**src/rtl/regfile_wb_arbiter_pkg.sv**
```systemverilog
// Shared constants and types for the register-file write-back arbiter.
// Build option MDU_DIRECT_WB_EN is consumed by regfile_wb_arbiter, not here.
package regfile_pkg;

  localparam int REG_ADDR_W = 5;
  localparam int XLEN       = 32;
  localparam int NUM_REGS   = 32;

  typedef logic [REG_ADDR_W-1:0] reg_addr_t;
  typedef logic [XLEN-1:0]       xlen_t;

  // One MDU result waiting for a free write-port slot.
  typedef struct packed {
    reg_addr_t rd;
    xlen_t     data;
  } wb_entry_t;

  // Which source owns the register-file write port in the current cycle.
  typedef enum logic [1:0] {
    WB_SRC_NONE   = 2'd0,
    WB_SRC_PIPE   = 2'd1,
    WB_SRC_BUF    = 2'd2,
    WB_SRC_DIRECT = 2'd3
  } wb_src_e;

  // Register 0 is hard-wired to zero, so it never counts as pending.
  function automatic logic reg_is_pending(input logic [NUM_REGS-1:0] pend,
                                          input logic                used,
                                          input reg_addr_t           addr);
    return used && (addr != '0) && pend[addr];
  endfunction

endpackage

```
**src/rtl/regfile_wb_arbiter_if.sv**
```systemverilog
// Signal bundle between the core pipeline / MDU and the write-back arbiter.
// Build option MDU_DIRECT_WB_EN does not change this bundle.
interface regfile_wb_arbiter_if;
  import regfile_pkg::*;

  // MEM/WB-stage write request (no handshake: the pipeline always wins).
  logic      PIPE_WE;
  reg_addr_t PIPE_ADDR;
  xlen_t     PIPE_DATA;

  // Op leaving EX toward the multi-cycle MDU; marks its rd as pending.
  logic      MDU_ISSUE;
  reg_addr_t MDU_ISSUE_RD;

  // MDU result handshake: a result transfers on a rising CLK edge exactly
  // when MDU_VALID && MDU_READY; MDU_READY depends only on buffer state,
  // never on MDU_VALID, so the MDU may hold VALID until it sees READY.
  logic      MDU_VALID;
  reg_addr_t MDU_RD;
  xlen_t     MDU_DATA;
  logic      MDU_READY;

  // Decode-stage hazard query.
  reg_addr_t RS1_ADDR;
  reg_addr_t RS2_ADDR;
  logic      RS1_USED;
  logic      RS2_USED;
  reg_addr_t ID_RD;
  logic      ID_WE;
  logic      STALL;

  // Register-file write port and pending-register scoreboard.
  logic                RF_WE;
  reg_addr_t           RF_ADDR;
  xlen_t               RF_DATA;
  logic [NUM_REGS-1:0] PENDING;

  modport slave (
    input  PIPE_WE, PIPE_ADDR, PIPE_DATA,
    input  MDU_ISSUE, MDU_ISSUE_RD,
    input  MDU_VALID, MDU_RD, MDU_DATA,
    output MDU_READY,
    input  RS1_ADDR, RS2_ADDR, RS1_USED, RS2_USED, ID_RD, ID_WE,
    output STALL,
    output RF_WE, RF_ADDR, RF_DATA,
    output PENDING
  );

  modport master (
    output PIPE_WE, PIPE_ADDR, PIPE_DATA,
    output MDU_ISSUE, MDU_ISSUE_RD,
    output MDU_VALID, MDU_RD, MDU_DATA,
    input  MDU_READY,
    output RS1_ADDR, RS2_ADDR, RS1_USED, RS2_USED, ID_RD, ID_WE,
    input  STALL,
    input  RF_WE, RF_ADDR, RF_DATA,
    input  PENDING
  );

endinterface

```
**src/rtl/regfile_wb_arbiter_fifo.sv**
```systemverilog
// In-order buffer of MDU results waiting for the register-file write port.
// Independent of build option MDU_DIRECT_WB_EN.
module wb_result_fifo
  import regfile_pkg::*;
#(
  parameter int DEPTH = 2
) (
  input  logic      clk,
  input  logic      rst,
  input  logic      push_i,
  input  wb_entry_t push_data_i,
  input  logic      pop_i,
  output wb_entry_t head_o,
  output logic      full_o,
  output logic      empty_o
);

  localparam int PTR_W = (DEPTH > 1) ? $clog2(DEPTH) : 1;
  localparam int CNT_W = $clog2(DEPTH + 1);
  localparam logic [PTR_W-1:0] LAST_PTR = PTR_W'(DEPTH - 1);
  localparam logic [CNT_W-1:0] FULL_CNT = CNT_W'(DEPTH);

  wb_entry_t        mem_q [DEPTH];
  logic [PTR_W-1:0] wr_ptr_q, wr_ptr_d;
  logic [PTR_W-1:0] rd_ptr_q, rd_ptr_d;
  logic [CNT_W-1:0] count_q, count_d;
  logic             push_ok, pop_ok;

  // DEPTH need not be a power of two, so wrap explicitly.
  function automatic logic [PTR_W-1:0] ptr_inc(input logic [PTR_W-1:0] p);
    return (p == LAST_PTR) ? '0 : p + PTR_W'(1);
  endfunction

  assign full_o  = (count_q == FULL_CNT);
  assign empty_o = (count_q == '0);
  assign head_o  = mem_q[rd_ptr_q];
  assign push_ok = push_i && !full_o;
  assign pop_ok  = pop_i && !empty_o;

  always_comb begin
    wr_ptr_d = wr_ptr_q;
    rd_ptr_d = rd_ptr_q;
    count_d  = count_q;
    if (push_ok) begin
      wr_ptr_d = ptr_inc(wr_ptr_q);
    end
    if (pop_ok) begin
      rd_ptr_d = ptr_inc(rd_ptr_q);
    end
    case ({push_ok, pop_ok})
      2'b10:   count_d = count_q + CNT_W'(1);
      2'b01:   count_d = count_q - CNT_W'(1);
      default: count_d = count_q;
    endcase
  end

  always_ff @(posedge clk or posedge rst) begin
    if (rst) begin
      wr_ptr_q <= '0;
      rd_ptr_q <= '0;
      count_q  <= '0;
    end else begin
      wr_ptr_q <= wr_ptr_d;
      rd_ptr_q <= rd_ptr_d;
      count_q  <= count_d;
    end
  end

  // Storage needs no reset: the count alone decides what is valid.
  always_ff @(posedge clk) begin
    if (push_ok) begin
      mem_q[wr_ptr_q] <= push_data_i;
    end
  end

  a_no_push_when_full : assert property (
    @(posedge clk) disable iff (rst) !(push_i && full_o));
  a_no_pop_when_empty : assert property (
    @(posedge clk) disable iff (rst) !(pop_i && empty_o));

endmodule

```
**src/rtl/regfile_wb_arbiter.sv**
```systemverilog
// Shares the single register-file write port between the pipeline and the MDU.
// Optional MDU_DIRECT_WB_EN: an MDU result bypasses the empty buffer when the port is free.
module regfile_wb_arbiter
  import regfile_pkg::*;
#(
  parameter int BUF_DEPTH = 2  // legal 2..4
) (
  input logic                 CLK,
  input logic                 RESET,
  regfile_wb_arbiter_if.slave bus
);

  logic                pipe_wr;
  logic                mdu_accept;
  logic                mdu_keep;
  logic                direct_wr;
  logic                buf_push;
  logic                buf_pop;
  logic                buf_full;
  logic                buf_empty;
  logic                mdu_wr;
  wb_entry_t           buf_head;
  wb_entry_t           mdu_entry;
  wb_src_e             wb_src;
  logic                rf_we;
  reg_addr_t           rf_addr;
  xlen_t               rf_data;
  logic [NUM_REGS-1:0] pending_q, pending_d;

  assign mdu_entry = '{rd: bus.MDU_RD, data: bus.MDU_DATA};

  always_comb begin
    pipe_wr    = bus.PIPE_WE && (bus.PIPE_ADDR != '0);
    mdu_accept = bus.MDU_VALID && !buf_full;
    mdu_keep   = mdu_accept && (bus.MDU_RD != '0);
`ifdef MDU_DIRECT_WB_EN
    direct_wr  = mdu_keep && buf_empty && !pipe_wr && !RESET;
`else
    direct_wr  = 1'b0;
`endif
    buf_push   = mdu_keep && !direct_wr;
    buf_pop    = !pipe_wr && !buf_empty && !RESET;
  end

  // Pipeline has fixed priority; buffered results drain oldest first.
  always_comb begin
    wb_src = WB_SRC_NONE;
    if (RESET) begin
      wb_src = WB_SRC_NONE;
    end else if (pipe_wr) begin
      wb_src = WB_SRC_PIPE;
    end else if (!buf_empty) begin
      wb_src = WB_SRC_BUF;
    end else if (direct_wr) begin
      wb_src = WB_SRC_DIRECT;
    end
  end

  always_comb begin
    rf_we   = 1'b0;
    rf_addr = '0;
    rf_data = '0;
    case (wb_src)
      WB_SRC_PIPE: begin
        rf_we   = 1'b1;
        rf_addr = bus.PIPE_ADDR;
        rf_data = bus.PIPE_DATA;
      end
      WB_SRC_BUF: begin
        rf_we   = 1'b1;
        rf_addr = buf_head.rd;
        rf_data = buf_head.data;
      end
      WB_SRC_DIRECT: begin
        rf_we   = 1'b1;
        rf_addr = mdu_entry.rd;
        rf_data = mdu_entry.data;
      end
      default: begin
        rf_we   = 1'b0;
        rf_addr = '0;
        rf_data = '0;
      end
    endcase
  end

  assign mdu_wr = (wb_src == WB_SRC_BUF) || (wb_src == WB_SRC_DIRECT);

  // Set after clear so a re-issue of the same rd on the write edge survives.
  always_comb begin
    pending_d = pending_q;
    if (mdu_wr) begin
      pending_d[rf_addr] = 1'b0;
    end
    if (bus.MDU_ISSUE && (bus.MDU_ISSUE_RD != '0)) begin
      pending_d[bus.MDU_ISSUE_RD] = 1'b1;
    end
  end

  always_ff @(posedge CLK or posedge RESET) begin
    if (RESET) begin
      pending_q <= '0;
    end else begin
      pending_q <= pending_d;
    end
  end

  wb_result_fifo #(
    .DEPTH (BUF_DEPTH)
  ) u_fifo (
    .clk         (CLK),
    .rst         (RESET),
    .push_i      (buf_push),
    .push_data_i (mdu_entry),
    .pop_i       (buf_pop),
    .head_o      (buf_head),
    .full_o      (buf_full),
    .empty_o     (buf_empty)
  );

  // A full buffer stalls decode so bubbles reach WB and free a drain slot.
  assign bus.STALL = reg_is_pending(pending_q, bus.RS1_USED, bus.RS1_ADDR)
                  || reg_is_pending(pending_q, bus.RS2_USED, bus.RS2_ADDR)
                  || reg_is_pending(pending_q, bus.ID_WE,    bus.ID_RD)
                  || buf_full;

  assign bus.MDU_READY = !buf_full;
  assign bus.RF_WE     = rf_we;
  assign bus.RF_ADDR   = rf_addr;
  assign bus.RF_DATA   = rf_data;
  assign bus.PENDING   = pending_q;

endmodule

```
**src/flat_wrapper.sv**
```systemverilog
// flat-port wrapper written by rule: the top's interface ports become plain ports
module regfile_wb_arbiter_flat import regfile_pkg::*;
#(
  parameter int BUF_DEPTH = 2               
)
  (CLK, RESET, bus_PIPE_WE, bus_PIPE_ADDR, bus_PIPE_DATA, bus_MDU_ISSUE, bus_MDU_ISSUE_RD, bus_MDU_VALID, bus_MDU_RD, bus_MDU_DATA, bus_MDU_READY, bus_RS1_ADDR, bus_RS2_ADDR, bus_RS1_USED, bus_RS2_USED, bus_ID_RD, bus_ID_WE, bus_STALL, bus_RF_WE, bus_RF_ADDR, bus_RF_DATA, bus_PENDING);
  regfile_wb_arbiter_if bus_i ();
  input logic CLK;
  input logic RESET;
  input wire logic [$bits(bus_i.PIPE_WE)-1:0] bus_PIPE_WE;
  input wire logic [$bits(bus_i.PIPE_ADDR)-1:0] bus_PIPE_ADDR;
  input wire logic [$bits(bus_i.PIPE_DATA)-1:0] bus_PIPE_DATA;
  input wire logic [$bits(bus_i.MDU_ISSUE)-1:0] bus_MDU_ISSUE;
  input wire logic [$bits(bus_i.MDU_ISSUE_RD)-1:0] bus_MDU_ISSUE_RD;
  input wire logic [$bits(bus_i.MDU_VALID)-1:0] bus_MDU_VALID;
  input wire logic [$bits(bus_i.MDU_RD)-1:0] bus_MDU_RD;
  input wire logic [$bits(bus_i.MDU_DATA)-1:0] bus_MDU_DATA;
  output wire logic [$bits(bus_i.MDU_READY)-1:0] bus_MDU_READY;
  input wire logic [$bits(bus_i.RS1_ADDR)-1:0] bus_RS1_ADDR;
  input wire logic [$bits(bus_i.RS2_ADDR)-1:0] bus_RS2_ADDR;
  input wire logic [$bits(bus_i.RS1_USED)-1:0] bus_RS1_USED;
  input wire logic [$bits(bus_i.RS2_USED)-1:0] bus_RS2_USED;
  input wire logic [$bits(bus_i.ID_RD)-1:0] bus_ID_RD;
  input wire logic [$bits(bus_i.ID_WE)-1:0] bus_ID_WE;
  output wire logic [$bits(bus_i.STALL)-1:0] bus_STALL;
  output wire logic [$bits(bus_i.RF_WE)-1:0] bus_RF_WE;
  output wire logic [$bits(bus_i.RF_ADDR)-1:0] bus_RF_ADDR;
  output wire logic [$bits(bus_i.RF_DATA)-1:0] bus_RF_DATA;
  output wire logic [$bits(bus_i.PENDING)-1:0] bus_PENDING;
  assign bus_i.PIPE_WE = bus_PIPE_WE;
  assign bus_i.PIPE_ADDR = bus_PIPE_ADDR;
  assign bus_i.PIPE_DATA = bus_PIPE_DATA;
  assign bus_i.MDU_ISSUE = bus_MDU_ISSUE;
  assign bus_i.MDU_ISSUE_RD = bus_MDU_ISSUE_RD;
  assign bus_i.MDU_VALID = bus_MDU_VALID;
  assign bus_i.MDU_RD = bus_MDU_RD;
  assign bus_i.MDU_DATA = bus_MDU_DATA;
  assign bus_MDU_READY = bus_i.MDU_READY;
  assign bus_i.RS1_ADDR = bus_RS1_ADDR;
  assign bus_i.RS2_ADDR = bus_RS2_ADDR;
  assign bus_i.RS1_USED = bus_RS1_USED;
  assign bus_i.RS2_USED = bus_RS2_USED;
  assign bus_i.ID_RD = bus_ID_RD;
  assign bus_i.ID_WE = bus_ID_WE;
  assign bus_STALL = bus_i.STALL;
  assign bus_RF_WE = bus_i.RF_WE;
  assign bus_RF_ADDR = bus_i.RF_ADDR;
  assign bus_RF_DATA = bus_i.RF_DATA;
  assign bus_PENDING = bus_i.PENDING;
  regfile_wb_arbiter #(.BUF_DEPTH(BUF_DEPTH)) u_core (.CLK(CLK), .RESET(RESET), .bus(bus_i));
endmodule
```
**config.mk**
```make
export PLATFORM = sky130hd
export DESIGN_NAME = regfile_wb_arbiter_flat
export DESIGN_NICKNAME = d
export VERILOG_FILES = /design/src/rtl/regfile_wb_arbiter_pkg.sv /design/src/rtl/regfile_wb_arbiter_if.sv /design/src/rtl/regfile_wb_arbiter_fifo.sv /design/src/rtl/regfile_wb_arbiter.sv /design/src/flat_wrapper.sv
export SDC_FILE = /design/constraint.sdc
export NUM_CORES = 1
export LEC_CHECK = 0
export ABC_AREA = 1
export CORE_ASPECT_RATIO = 1.5
export CORE_MARGIN = 10
export CORE_UTILIZATION = 44
export DETAILED_ROUTE_END_ITERATION = 8
export PLACE_DENSITY = 0.73
export RECOVER_POWER = 25
export SKIP_LAST_GASP = 1
export SYNTH_ARGS = -nofsm -noshare
export SYNTH_HDL_FRONTEND = slang
export SYNTH_SLANG_ARGS = --single-unit
```
**constraint.sdc**
```tcl
create_clock -name CLK -period 5.1 [get_ports CLK]
set_input_delay 0.51 -clock CLK [delete_from_list [all_inputs] [get_ports CLK]]
set_output_delay 0.51 -clock CLK [all_outputs]
set_load 0.02 [all_outputs]
```
==> results of run 1 <==
==> state kept, by name, indices dropped and copies added (netlist names) <==
signal                  flops
u_core.u_fifo.mem_q        74
u_core.u_fifo.count_q       2
u_core.u_fifo.wr_ptr_q      1
u_core.bus.PENDING         32
u_core.u_fifo.rd_ptr_q      1
==> metal layers <==
layer | wire length, um | global-route usage | vias to the layer above
li1 | - | - | 2886
met1 | 7040 | 0.214 | 2639
met2 | 9920 | 0.359 | 203
met3 | 1510 | 0.0563 | 56
met4 | 945 | 0.113 | 2
met5 | 13 | 0 | -
==> how the worst max path moves through the flow <==
stage | from | endpoint | slack [ns] | depth (start not counted)
6_report | bus_RS1_ADDR[0] | bus_STALL | 1.27 | 12
5_1_grt | bus_ID_RD[0] | bus_STALL | 1.08 | 12
4_1_cts | bus_RS1_ADDR[0] | bus_STALL | 1.32 | 12
2_1_floorplan | RESET | bus_RF_DATA[12] | 2.22 | 4
3_5_place_dp | bus_RS1_ADDR[0] | bus_STALL | 1.32 | 12
3_3_place_gp | bus_RS1_ADDR[0] | bus_STALL | 1.29 | 12
==> cells in the final DEF, fill, tap and decap left out, types with 9 or more instances in the layout <==
cell,n
clkbuf_16,9
o21ai_0,39
edfxtp_1,74
nor3_1,11
clkdlybuf4s50_1,136
nand3_1,87
dlygate4sd3_1,37
nand2_1,358
dfrtp_1,36
nor2_1,23
inv_1,88
==> critical path: cells and delay by family <==
family	cells	cell delay, ns
AO/OA/AOI/OAI	1	0.20
AND/OR/NAND/NOR	7	0.58
buffers and inverters	4	2.01
==> cell families (layout without fill, tap and decap cells) <==
kind of cell | Yosys count | in the layout | synth area share
AO/OA/AOI/OAI | 59 | 59 | 0.0523
other | 0 | 2 | 0
AND/OR/NAND/NOR | 505 | 505 | 0.349
XOR/XNOR | 4 | 4 | 0.00570
buffers and inverters | 124 | 289 | 0.0832
adder cells (fa/ha/maj) | 1 | 1 | 0.00203
flip-flops | 110 | 110 | 0.508
==> through the flow <==
step                power, uW  hold WS, ns  instances  utilization  instance area, um2
global route             3770        0.540       1132        0.608                8270
finish                   3530        0.504       1132        0.608                8270
detailed placement       2890        0.491       1114        0.587                7980
CTS                      3570        0.512       1130        0.608                8270
global placement         2880        0.486       1114        0.587                7980
floorplan                2240        0.493        803            -                6150
==> power by group <==
group | internal, uW | switching, uW
clock | 342 | 333
combinational | 559 | 922
sequential | 1220 | 158
total | 2120 | 1410
==> cell type report <==
class                           instances  area [um2]  area share
Antenna cell                            2        5.00    0.000605
Clock buffer                            9         225      0.0272
Clock inverter                          7        65.1     0.00786
Inverter                               96         363      0.0439
Multi-Input combinational cell        569        2530       0.306
Sequential cell                       110        3120       0.377
Tap cell                              162         203      0.0245
Timing Repair Buffer                  177        1760       0.213
==> run summary, run 1 <==
Routed WL = 19400 um
DRC = 0
setup bufs post-CTS = 0
CTS tree = yes
count leader, synth = nand2_1
RePlAce Congestion = 1.02
H-tree depth = 3
clock buffer count from CTS = 9
post-cts sizing count = 0
die extent in y = 165 um
Post-synth ARST share = 0.327
core area = 0.0136 mm2
CP arrival = 3.32 ns
RSZ-0062 raised after global routing = false
layout cell share with drive strength beyond 1 = 0.0517
final worst path period need = 3.83 ns
count of final setup violators = 0
Min-Delay Endpoint = u_core.bus.PENDING[27]
status = finished clean
initial DRC count = 322
Req. time, crit path = 4.59 ns
fin crit share = 0.751
Worst Reg-to-Reg Cells = 9
Clock Skew = 0.00893 ns
Rows = 52
number of synthesized register bits = 110
Mapped Cells = 803
hold buffer count at CTS = 0
post-synthesis sequential area ratio = 0.508
GRT Total Usage = 0.204
Fmax achieved = 0.261 GHz
clk_lat worst skew = 0.34 ns
Power Dens Cells = 427 mW/mm2
first-pass GRT wire length = 30600 um
Synth Flop Type = edfxtp_1
Yosys cell types = 32
Starting Density = 0.452
slew margin rel. = 0.253
Synth Warn # = 0
largest cells by area after synthesis = edfxtp_1 (36%), nand2_1 (22%), dfrtp_1 (15%)
crit start category = input pin
clk root buf = clkbuf_16
Vias/cell = 5.11
Yosys top cell by area = edfxtp_1
io pins = 174
Via Count = 5786
setup_tns = 0 ns
CP max-delay cell = clkdlybuf4s50_1
most frequent cell on the critical path = nand2_1
Die Width = 117 um
R2R Path End = u_core.bus.PENDING[11]
number of flops mapped to enable cells by yosys = 74
Setup Crit Path Kind = in -> out
Num Clock Sinks = 110
Worst-Margin Slew = 1.12 ns
Final Hold Viols = 0
Congestion Overflow GR = 0
Min-Delay Path Depth = 2
Max IR drop VDD = 0.267 mV
worst reg2reg startpoint = u_core.u_fifo.rd_ptr_q
DP Worst Slack = 1.32 ns
DRT antenna net count = 0
Cell Area, Synth = 0.00615 mm2
vias in the first global route = 5954
CP endpoint kind = output pin
max incr delay on CP = 0.98 ns
Hold Crit Class = reg -> reg
Synth top area share = 0.361
largest net degree at the start of global routing = 42
initial antenna violation count = 3
Synth Area per Inst = 7.66 um2
crit path cell chain = clkdlybuf4s50_1 -> inv_1 -> nand2_1 -> nand3_1 -> a21boi_0 -> nor2_1 -> nand2_1 -> nand3_1 -> nand2_1 -> inv_1 -> nand2_1 -> clkdlybuf4s50_1
count of input and output buffers = 173
DR WL/cell = 17.2 um
area growth from synthesis to final layout = 34.6%
DP HPWL = 15300 um
CTS max path bufs = 2
maxcap violations = 0
number of fill cells = 1215
Slew Viols, Final = 0
final net count = 1066
overall die area = 0.0192 mm2
Leakage = 0.00370 uW
worst setup margin = 1.27 ns
R2R Setup Slk = 2.72 ns
1st-pass router iterations = 5
Worst Hold Launch = u_core.bus.PENDING[27]
largest fanout on the critical path = 22
top post-synthesis cells by count = nand2_1 (358), inv_1 (88), nand3_1 (87)
CTS clk-pin slew, worst paths = 0.07 ns
Mapped Nets = 906
No activity file was read; power rests on OpenSTA's default activity.
==> inputs of run 2 (changes only) <==
--- a/config.mk
+++ b/config.mk
@@ -10,7 +10,7 @@
 export CORE_MARGIN = 10
 export CORE_UTILIZATION = 44
 export DETAILED_ROUTE_END_ITERATION = 8
-export PLACE_DENSITY = 0.73
+export PLACE_DENSITY = 0.76
 export RECOVER_POWER = 25
 export SKIP_LAST_GASP = 1
 export SYNTH_ARGS = -nofsm -noshare
==> constraint.sdc (replaced) <==
create_clock -name CLK -period 3.1 [get_ports CLK]
set_input_delay 0.31 -clock CLK [delete_from_list [all_inputs] [get_ports CLK]]
set_output_delay 0.31 -clock CLK [all_outputs]
set_load 0.02 [all_outputs]
==> run 2 against run 1 <==
  * Wire length decreased by 2.2%
  * Combinational power increased by 66%
  * Die area unchanged
  * Final cell count increased by 1.1%
  * Via count increased by 2.2%
  * Design area increased by 1.3%
  * Clock skew decreased by 0.0021 ns
  * Global-route usage decreased by 0.67 points
==> run summary, run 2 (synthesized netlist as in run 1, its figures left out) <==
clock share of power = 0.200
P_int = 3590 uW
RePlAce Congestion = 1.03
status = finished clean
Rows = 52
RSZ-0062 raised after global routing = false
Largest Register = u_core.u_fifo.mem_q
R2R Path End = u_core.bus.PENDING[29]
initial antenna violation count = 3
Worst-Margin Slew = 0.722 ns
initial DRC count = 474
io pins = 174
CTS clk-pin slew, worst paths = 0.07 ns
most frequent cells in the layout = nand2_1 (358), clkdlybuf4s50_1 (136), inv_1 (88), nand3_1 (87), edfxtp_1 (74)
CTS tree = yes
count of input and output buffers = 173
Comb power frac = 0.414
Fmax achieved = 0.354 GHz
DP HPWL = 14700 um
most frequent cell on the critical path = nand2_1
R2R Setup Slk = 1.08 ns
CP top delay family = buffers and inverters
vias in the first global route = 5959
Power, Total = 5930 uW
Crit. path cell count = 12
Worst Reg-to-Reg Cells = 12
Setup Crit Path Kind = in -> out
GRT Total Usage = 0.198
Power Dens Cells = 708 mW/mm2
Die Width = 117 um
slew margin rel. = 0.517
clk root buf = clkbuf_16
setup_tns = 0 ns
final worst path period need = 2.82 ns
H-tree depth = 3
core area = 0.0136 mm2
Leakage = 0.00376 uW
Final Hold Viols = 0
Num Clock Sinks = 110
worst setup margin = 0.276 ns
Starting Density = 0.452
crit path launch = bus_ID_RD[0]
clk_lat worst skew = 0.34 ns
CP arrival = 2.51 ns
Vias/cell = 5.17
Largest register FFs = 74
Slew Viols, Final = 0
max incr delay on CP = 0.60 ns
Hold Crit Class = reg -> reg
hold buffer count at CTS = 0
layout cell share with drive strength beyond 1 = 0.0623
worst reg2reg startpoint = u_core.u_fifo.rd_ptr_q
final net count = 1077
DRC = 0
largest fanout on the critical path = 14
Via Count = 5913
crit start category = input pin
Max IR drop VDD = 0.400 mV
die extent in y = 165 um
hold_ws = 0.527 ns
overall die area = 0.0192 mm2
sequential share of power = 0.386
sw frac = 0.395
maxcap violations = 0
CTS max path bufs = 2
NetSw = 2340 uW
CP max-delay cell = clkdlybuf4s50_1
WP buf/inv = 4
setup bufs post-CTS = 0
Inst Count DP = 1125
register area = 0.00312 mm2
DRT antenna net count = 0
largest net degree at the start of global routing = 38
1st-pass router iterations = 5
post-cts sizing count = 0
Layout Cells excl Fill = 1144
Congestion Overflow GR = 0
number of fill cells = 1198
first-pass GRT wire length = 30000 um
CP endpoint kind = output pin
Multi-input gate area = 0.00253 mm2
Routed WL = 19000 um
fin crit share = 0.911
DR WL/cell = 16.6 um
area growth from synthesis to final layout = 36.3%
DP Worst Slack = 0.297 ns
crit path cell chain = clkdlybuf4s50_1 -> inv_1 -> nand2_1 -> nand3_1 -> a21boi_0 -> nor2_1 -> nand2_1 -> nand3_1 -> nand2_1 -> inv_1 -> nand2_1 -> clkdlybuf4s50_1
Clock Skew = 0.00685 ns
clock buffer count from CTS = 9
Req. time, crit path = 2.79 ns
Worst Setup EP = bus_STALL
count of final setup violators = 0
most common cell after layout, fill and taps aside = nand2_1
## run 2: cell types whose count changed in the layout (fill, tap and decap cells not counted), sizes merged
cell / before / now
diode: 2 / 3
clkbuf: 9 / 10
inv: 98 / 96
bufinv: 0 / 1
buf: 4 / 15
## run 2: tightest hold or removal path, cell delays in order, from the launching register on
cell	delay, ns
dfrtp_1	0.39
nand2_1	0.07
nand2_1	0.04
## run 2: cell type report
class	count	share of cell area
Timing Repair Buffer	188	0.220
Antenna cell	3	0.000896
Inverter	96	0.0433
Multi-Input combinational cell	569	0.302
Tap cell	162	0.0242
Clock buffer	10	0.0273
Sequential cell	110	0.373
Clock inverter	6	0.00985
## run 2: worst min path at each step
stage / depth (start not counted) / end / from
3_3_place_gp: 2 / u_core.bus.PENDING[25] / u_core.bus.PENDING[25]
6_report: 2 / u_core.bus.PENDING[27] / u_core.bus.PENDING[27]
2_1_floorplan: 0 / u_core.u_fifo.mem_q[0][0] / bus_MDU_DATA[0]
4_1_cts: 1 / u_core.u_fifo.mem_q[1][27] / bus_MDU_DATA[27]
5_1_grt: 2 / u_core.bus.PENDING[25] / u_core.bus.PENDING[25]
3_5_place_dp: 2 / u_core.bus.PENDING[27] / u_core.bus.PENDING[27]
## run 2: power by group through the flow
stage               clock network, uW  registers [uW]  logic, uW
finish                           1180            2290       2460
global route                     1260            2330       2710
CTS                              1200            2280       2500
detailed placement                  0            2310       2480
global placement                    0            2300       2450
floorplan                           0            2400       1280
## run 2: stage by stage
| step | instance area (um2) | util |
|---|---|---|
| floorplan | 6150 | - |
| global placement | 8060 | 0.593 |
| detailed placement | 8060 | 0.593 |
| CTS | 8370 | 0.616 |
| global route | 8380 | 0.616 |
| finish | 8380 | 0.616 |
## run 2: per-layer routing
| metal | part of all wire | GRT usage | routed length (um) | up-vias |
|---|---|---|---|---|
| met3 | 0.092 | 0.0617 | 1750 | 33 |
| li1 | - | - | - | 2906 |
| met4 | 0.022 | 0.0742 | 424 | 0 |
| met2 | 0.52 | 0.355 | 9860 | 241 |
| met5 | 0 | 0 | 0 | - |
| met1 | 0.37 | 0.209 | 6980 | 2733 |
==> inputs of run 3 (changes only) <==
--- a/config.mk
+++ b/config.mk
@@ -9,6 +9,7 @@
 export CORE_ASPECT_RATIO = 1.5
 export CORE_MARGIN = 10
 export CORE_UTILIZATION = 44
+export CTS_CLUSTER_DIAMETER = 60
 export DETAILED_ROUTE_END_ITERATION = 8
 export PLACE_DENSITY = 0.76
 export RECOVER_POWER = 25
==> results of run 3 <==
The final DEF is identical to that of run 2; final timing and power are the same.
